--- src/rtl/lfsr_led_sequencer.sv ---
// lfsr_led_sequencer: XNOR LFSR wrap tick blinks one of NUM_CH LEDs in fixed/rotate/ping-pong/all modes
module lfsr_led_sequencer #(
   parameter int LFSR_WIDTH = 22,
   parameter logic [LFSR_WIDTH-1:0] LFSR_TAPS = 22'h300000,
   parameter int NUM_CH = 4,
   localparam int SEL_W = $clog2(NUM_CH)
) (
   input  logic                  i_clk,
   input  logic                  i_rst_n,
   input  logic                  i_enable,
   input  logic [1:0]            i_mode,
   input  logic [SEL_W-1:0]      i_sel,
   output logic [NUM_CH-1:0]     o_led,
   output logic                  o_tick,
   output logic [LFSR_WIDTH-1:0] o_lfsr_data
);
   localparam logic [SEL_W-1:0] LAST = SEL_W'(NUM_CH - 1);
   localparam logic [SEL_W:0]   NCH  = (SEL_W + 1)'(NUM_CH);
   logic [LFSR_WIDTH-1:0] r_lfsr, lfsr_next;
   logic                  r_tick, r_toggle, r_dir, dir_next;
   logic [SEL_W-1:0]      r_ch, ch_next;
   logic [NUM_CH-1:0]     onehot;
   logic                  fb, sel_ok;
   always_comb begin
      fb        = ~^(r_lfsr & LFSR_TAPS);
      lfsr_next = i_enable ? {r_lfsr[LFSR_WIDTH-2:0], fb} : r_lfsr;
      sel_ok    = {1'b0, i_sel} < NCH;
      onehot    = NUM_CH'(1) << r_ch;
   end
   // a tick already on o_tick still advances the pointer even if i_enable drops at that edge
   always_comb begin
      ch_next  = r_ch;
      dir_next = r_dir;
      if (i_mode == 2'd0) begin
         ch_next = sel_ok ? i_sel : r_ch;
      end else if (r_tick && i_mode == 2'd1) begin
         ch_next = (r_ch == LAST) ? '0 : r_ch + 1'b1;
      end else if (r_tick && i_mode == 2'd2) begin
         if (r_dir && r_ch == LAST) begin
            dir_next = 1'b0;
            ch_next  = r_ch - 1'b1;
         end else if (!r_dir && r_ch == '0) begin
            dir_next = 1'b1;
            ch_next  = SEL_W'(1);
         end else begin
            ch_next  = r_dir ? r_ch + 1'b1 : r_ch - 1'b1;
         end
      end
   end
   always_ff @(posedge i_clk or negedge i_rst_n) begin
      if (!i_rst_n) begin
         r_lfsr   <= '0;
         r_tick   <= 1'b0;
         r_toggle <= 1'b0;
         r_ch     <= '0;
         r_dir    <= 1'b1;
         o_led    <= '0;
      end else begin
         r_lfsr   <= lfsr_next;
         r_tick   <= i_enable && (lfsr_next == '0);
         r_toggle <= r_toggle ^ r_tick;
         r_ch     <= ch_next;
         r_dir    <= dir_next;
         o_led    <= (i_mode == 2'd3) ? {NUM_CH{r_toggle}} : onehot & {NUM_CH{r_toggle}};
      end
   end
   assign o_tick      = r_tick;
   assign o_lfsr_data = r_lfsr;
endmodule

--- config.mk ---
export PLATFORM = sky130hd
export DESIGN_NAME = lfsr_led_sequencer
export DESIGN_NICKNAME = d
export VERILOG_FILES = /design/src/rtl/lfsr_led_sequencer.sv
export SDC_FILE = /design/constraint.sdc
export NUM_CORES = 1
export LEC_CHECK = 0
export ABC_AREA = 0
export CAP_MARGIN = 30
export CORE_ASPECT_RATIO = 1.2
export CORE_MARGIN = 4
export CORE_UTILIZATION = 48
export CTS_CLUSTER_SIZE = 24
export DETAILED_ROUTE_END_ITERATION = 6
export PLACE_DENSITY = 0.75
export REMOVE_ABC_BUFFERS = 1
export SYNTH_ARGS = -nofsm -noshare
export SYNTH_HDL_FRONTEND = slang
export SYNTH_SLANG_ARGS = --single-unit
--- constraint.sdc ---
create_clock -name i_clk -period 1.62 [get_ports i_clk]
set_input_delay 0.324 -clock i_clk [delete_from_list [all_inputs] [get_ports i_clk]]
set_output_delay 0.324 -clock i_clk [all_outputs]
set_load 0.05 [all_outputs]
==> flow_summary_export.csv <==
group,metric,value,unit
status,outcome,"complete, no violations",
global_route,grt_pass1_wl,4.97,mm
global_route,grt_max_degree,32,
synthesis,synth_cell_types,29,
timing,rsz0062_at_grt,"no",
worst_setup_path,cpMaxStageDelayCell,"or4_4",
synthesis,synth.avg_cell_area,13.8,um2
synthesis,synth-adder-area-share,3.71,%
finish,drive_gt1_share,50.7,%
finish,fin_area,0.00195,mm2
worst_setup_path,r2r_cells,3,
synthesis,synth_area_leader_cell,"dfrtp_1",
die,start_util,51.9,%
worst_setup_path,r2r-start,"o_lfsr_data[18]$_DFF_PN0_",
timing,worst_pin_slew,0.388,ns
finish,diodes,0,
timing,hold_ws,0.364,ns
die,die_h,66.1,um
timing,min_period_over_period,96.9,%
worst_setup_path,path_class,"flop to flop",
clocking,path_clk_slew,0.10,ns
finish,area_delta_synth_final,44.7,%
worst_setup_path,cp_num_buf_inv,0,
synthesis,synth.mux.area_fraction,18.4,%
clocking,cts.path.max_buffers,2,
finish,num-nets-final,160,
global_route,overflow,0,
synthesis,synth_compound_area_share,7.32,%
worst_setup_path,arrival,1.84,ns
clocking,clk_latency,0.33,ns
clocking,clock_sinks,31,
finish,final-seq-area,777,um2
worst_setup_path,worstPathCellList,"or4_4 -> a2111oi_4 -> and4b_1",
worst_setup_path,r2r_setup_slack,0.05,ns
routing,drt_iter0_drc,28,
worst_setup_path,crit_fanout,2,
die,core,0.00260,mm2
routing,via_count,967,
timing,final-hold-violation-count,0,
worst_setup_path,reg2reg_to,"o_tick$_DFF_PN0_",
synthesis,ys.warnings.count,0,
synthesis,synth_async_sr_flop_share,100,%
synthesis,synth_area_leaders,"dfrtp_1, mux2_2, ha_1, o21a_1, dfstp_2",
clocking,cts_buffers,5,
power_and_ir_drop,power_density,1650,mW/mm2
timing,slew_violations,0,
worst_hold_path,hold_class,"input port to async pin",
timing,clock_skew,0.00800,ns
worst_setup_path,crit_path_end_kind,"flop",
routing,drt_pre_antenna_iters,4,
finish,multi_input_area,579,um2
worst_setup_path,cp.required,1.89,ns
die,dieWidth,56.4,um
synthesis,ys_seq_area_share,57.6,%
timing,clock.fmax,637,MHz
synthesis,netlist_area,0.00135,mm2
timing,slew_headroom,74.1,%
placed_design,place.gp.congestion,0.818,
clocking,htreeDepth,2,
finish,fill_cells,183,
placed_design,dp_hpwl,2.06,mm
placed_design,place_area,0.00183,mm2
routing,wire_per_inst,15.8,um
routing,via_per_inst,5.28,
power_and_ir_drop,max-vdd-ir-drop,1.99,mV
routing,drc_errors,0,
job,drv_cap,0,
synthesis,synthXorXnorAreaFrac,1.95,%
synthesis,postSynthCellCount,98,
clocking,ctsHoldBuffers,0,
synthesis,synth_top_family_by_area,"multiplexers",
synthesis,ys_top_cells_by_count,"dfrtp_1, mux2_2, ha_1, o21a_1",
synthesis,synth_edf_count,0,
synthesis,synth.most_common_cell,"dfrtp_1",
global_route,grt_antenna_before_repair,0,
routing,wirelength,2.90,mm
global_route,grt_pass1_vias,1081,
power_and_ir_drop,power.leakage,0.802,nW
clocking,tritoncts,"built",
placed_design,io_buffers,33,
timing,finalSetupTns,0,ns
synthesis,synth-seq-cells,31,
die,io_pins,34,
power_and_ir_drop,p_total,3.22,mW
timing,setup_viol,0,
synthesis,yosys_most_used_dff,"dfrtp_1",
worst_setup_path,slowest_delay,0.55,ns
routing,antenna_left,0,
worst_setup_path,critical_path.top_delay_family,"simple AND/OR/NAND/NOR gates",
clocking,cts_root_buf,"clkbuf_4",
worst_setup_path,start_kind,"flop",
synthesis,synth_top_area_share,55.6,%
die,dieArea,0.00373,mm2
timing,period_minus_slack,1.57,ns
global_route,track_usage,17.2,%
die,rows,20,
synthesis,synthSimpleGateAreaFrac,9.18,%
[sequential cells by signal, indices dropped and copies added, names as in the netlist]
register	cells
r_dir	1
r_ch	2
o_led	4
o_lfsr_data	22
r_toggle	1
o_tick	1
[cell type report]
cell class,count,area share (%)
Sequential cell,31,39.8
Multi-Input combinational cell,61,29.7
Timing Repair Buffer,47,23.4
Clock buffer,6,2.63
Tap cell,33,2.11
Clock inverter,2,1.79
Inverter,3,0.577
[layer usage]
metal	vias to the layer above	global-route usage [%]	part of all wire [%]
met5	-	0	0
met4	0	4.45	0.76
met3	2	6.25	5.0
met2	22	30.8	55
met1	486	19.3	40
li1	457	-	-
[metrics by stage]
| step | instances | utilization (%) | worst slack [ns] |
|---|---|---|---|
| final | 183 | 75.0 | 0.0497 |
| after global routing | 183 | 75.0 | 0.00672 |
| after CTS | 183 | 74.2 | 0.00000555 |
| after detailed placement | 175 | 70.4 | -0.316 |
| after global placement | 175 | 70.4 | -0.267 |
| after floorplan | 95 | - | -0.116 |
[how the worst max path moves through the flow]
stage	depth (start not counted)	slack, ns	startpoint	endpoint
detailed placement	4	-0.32	i_enable	o_tick$_DFF_PN0_
finish	3	0.05	o_lfsr_data[18]$_DFF_PN0_	o_tick$_DFF_PN0_
CTS	3	0.000006	o_lfsr_data[16]$_DFF_PN0_	o_tick$_DFF_PN0_
floorplan	3	-0.12	o_lfsr_data[19]$_DFF_PN0_	o_tick$_DFF_PN0_
global placement	4	-0.27	i_enable	o_tick$_DFF_PN0_
global route	3	0.007	o_lfsr_data[18]$_DFF_PN0_	o_tick$_DFF_PN0_
[power by group]
part	internal, mW	switching (mW)
registers	0.951	0.206
logic	0.612	0.820
clock network	0.365	0.272
[cell usage in the layout (no fill, tap or decap), drive strengths merged]
cell,instances
buf,41
dfrtp,30
mux2,22
clkbuf,6
clkdlybuf4s50,5
o21a,4
ha,4
inv,3
nor2b,3
nand2b,3
or4,2
nor3,2
xor2,2
o221ai,2
o21ai,2
a21oi,2
xnor2,1
and2,1
or4b,1
or3,1
nor4,1
a2111oi,1
and4b,1
nand3b,1
nor4bb,1
o21bai,1
o211ai,1
nand3,1
a21o,1
bufinv,1
clkinv,1
dlymetal6s2s,1
dfstp,1
[cell families (layout without fill, tap and decap cells)]
| kind of cell | after synthesis | count (layout) |
|---|---|---|
| adders and majority gates | 4 | 4 |
| AOI/OAI and AO/OA | 14 | 14 |
| buffers and inverters | 6 | 58 |
| and+or+nand+nor | 18 | 18 |
| DFF | 31 | 31 |
| muxes | 22 | 22 |
| xor gates and xnor gates | 3 | 3 |
[what timing repair did]
action                                 4_1_cts  5_1_grt
cloned                                       0        0
resized for setup                            3        4
endpoints found under the hold margin        0        0
pin swaps                                    0        2
setup endpoints to repair                    1        1
setup buffers                                0        0
(Power assumes the default switching activity.)
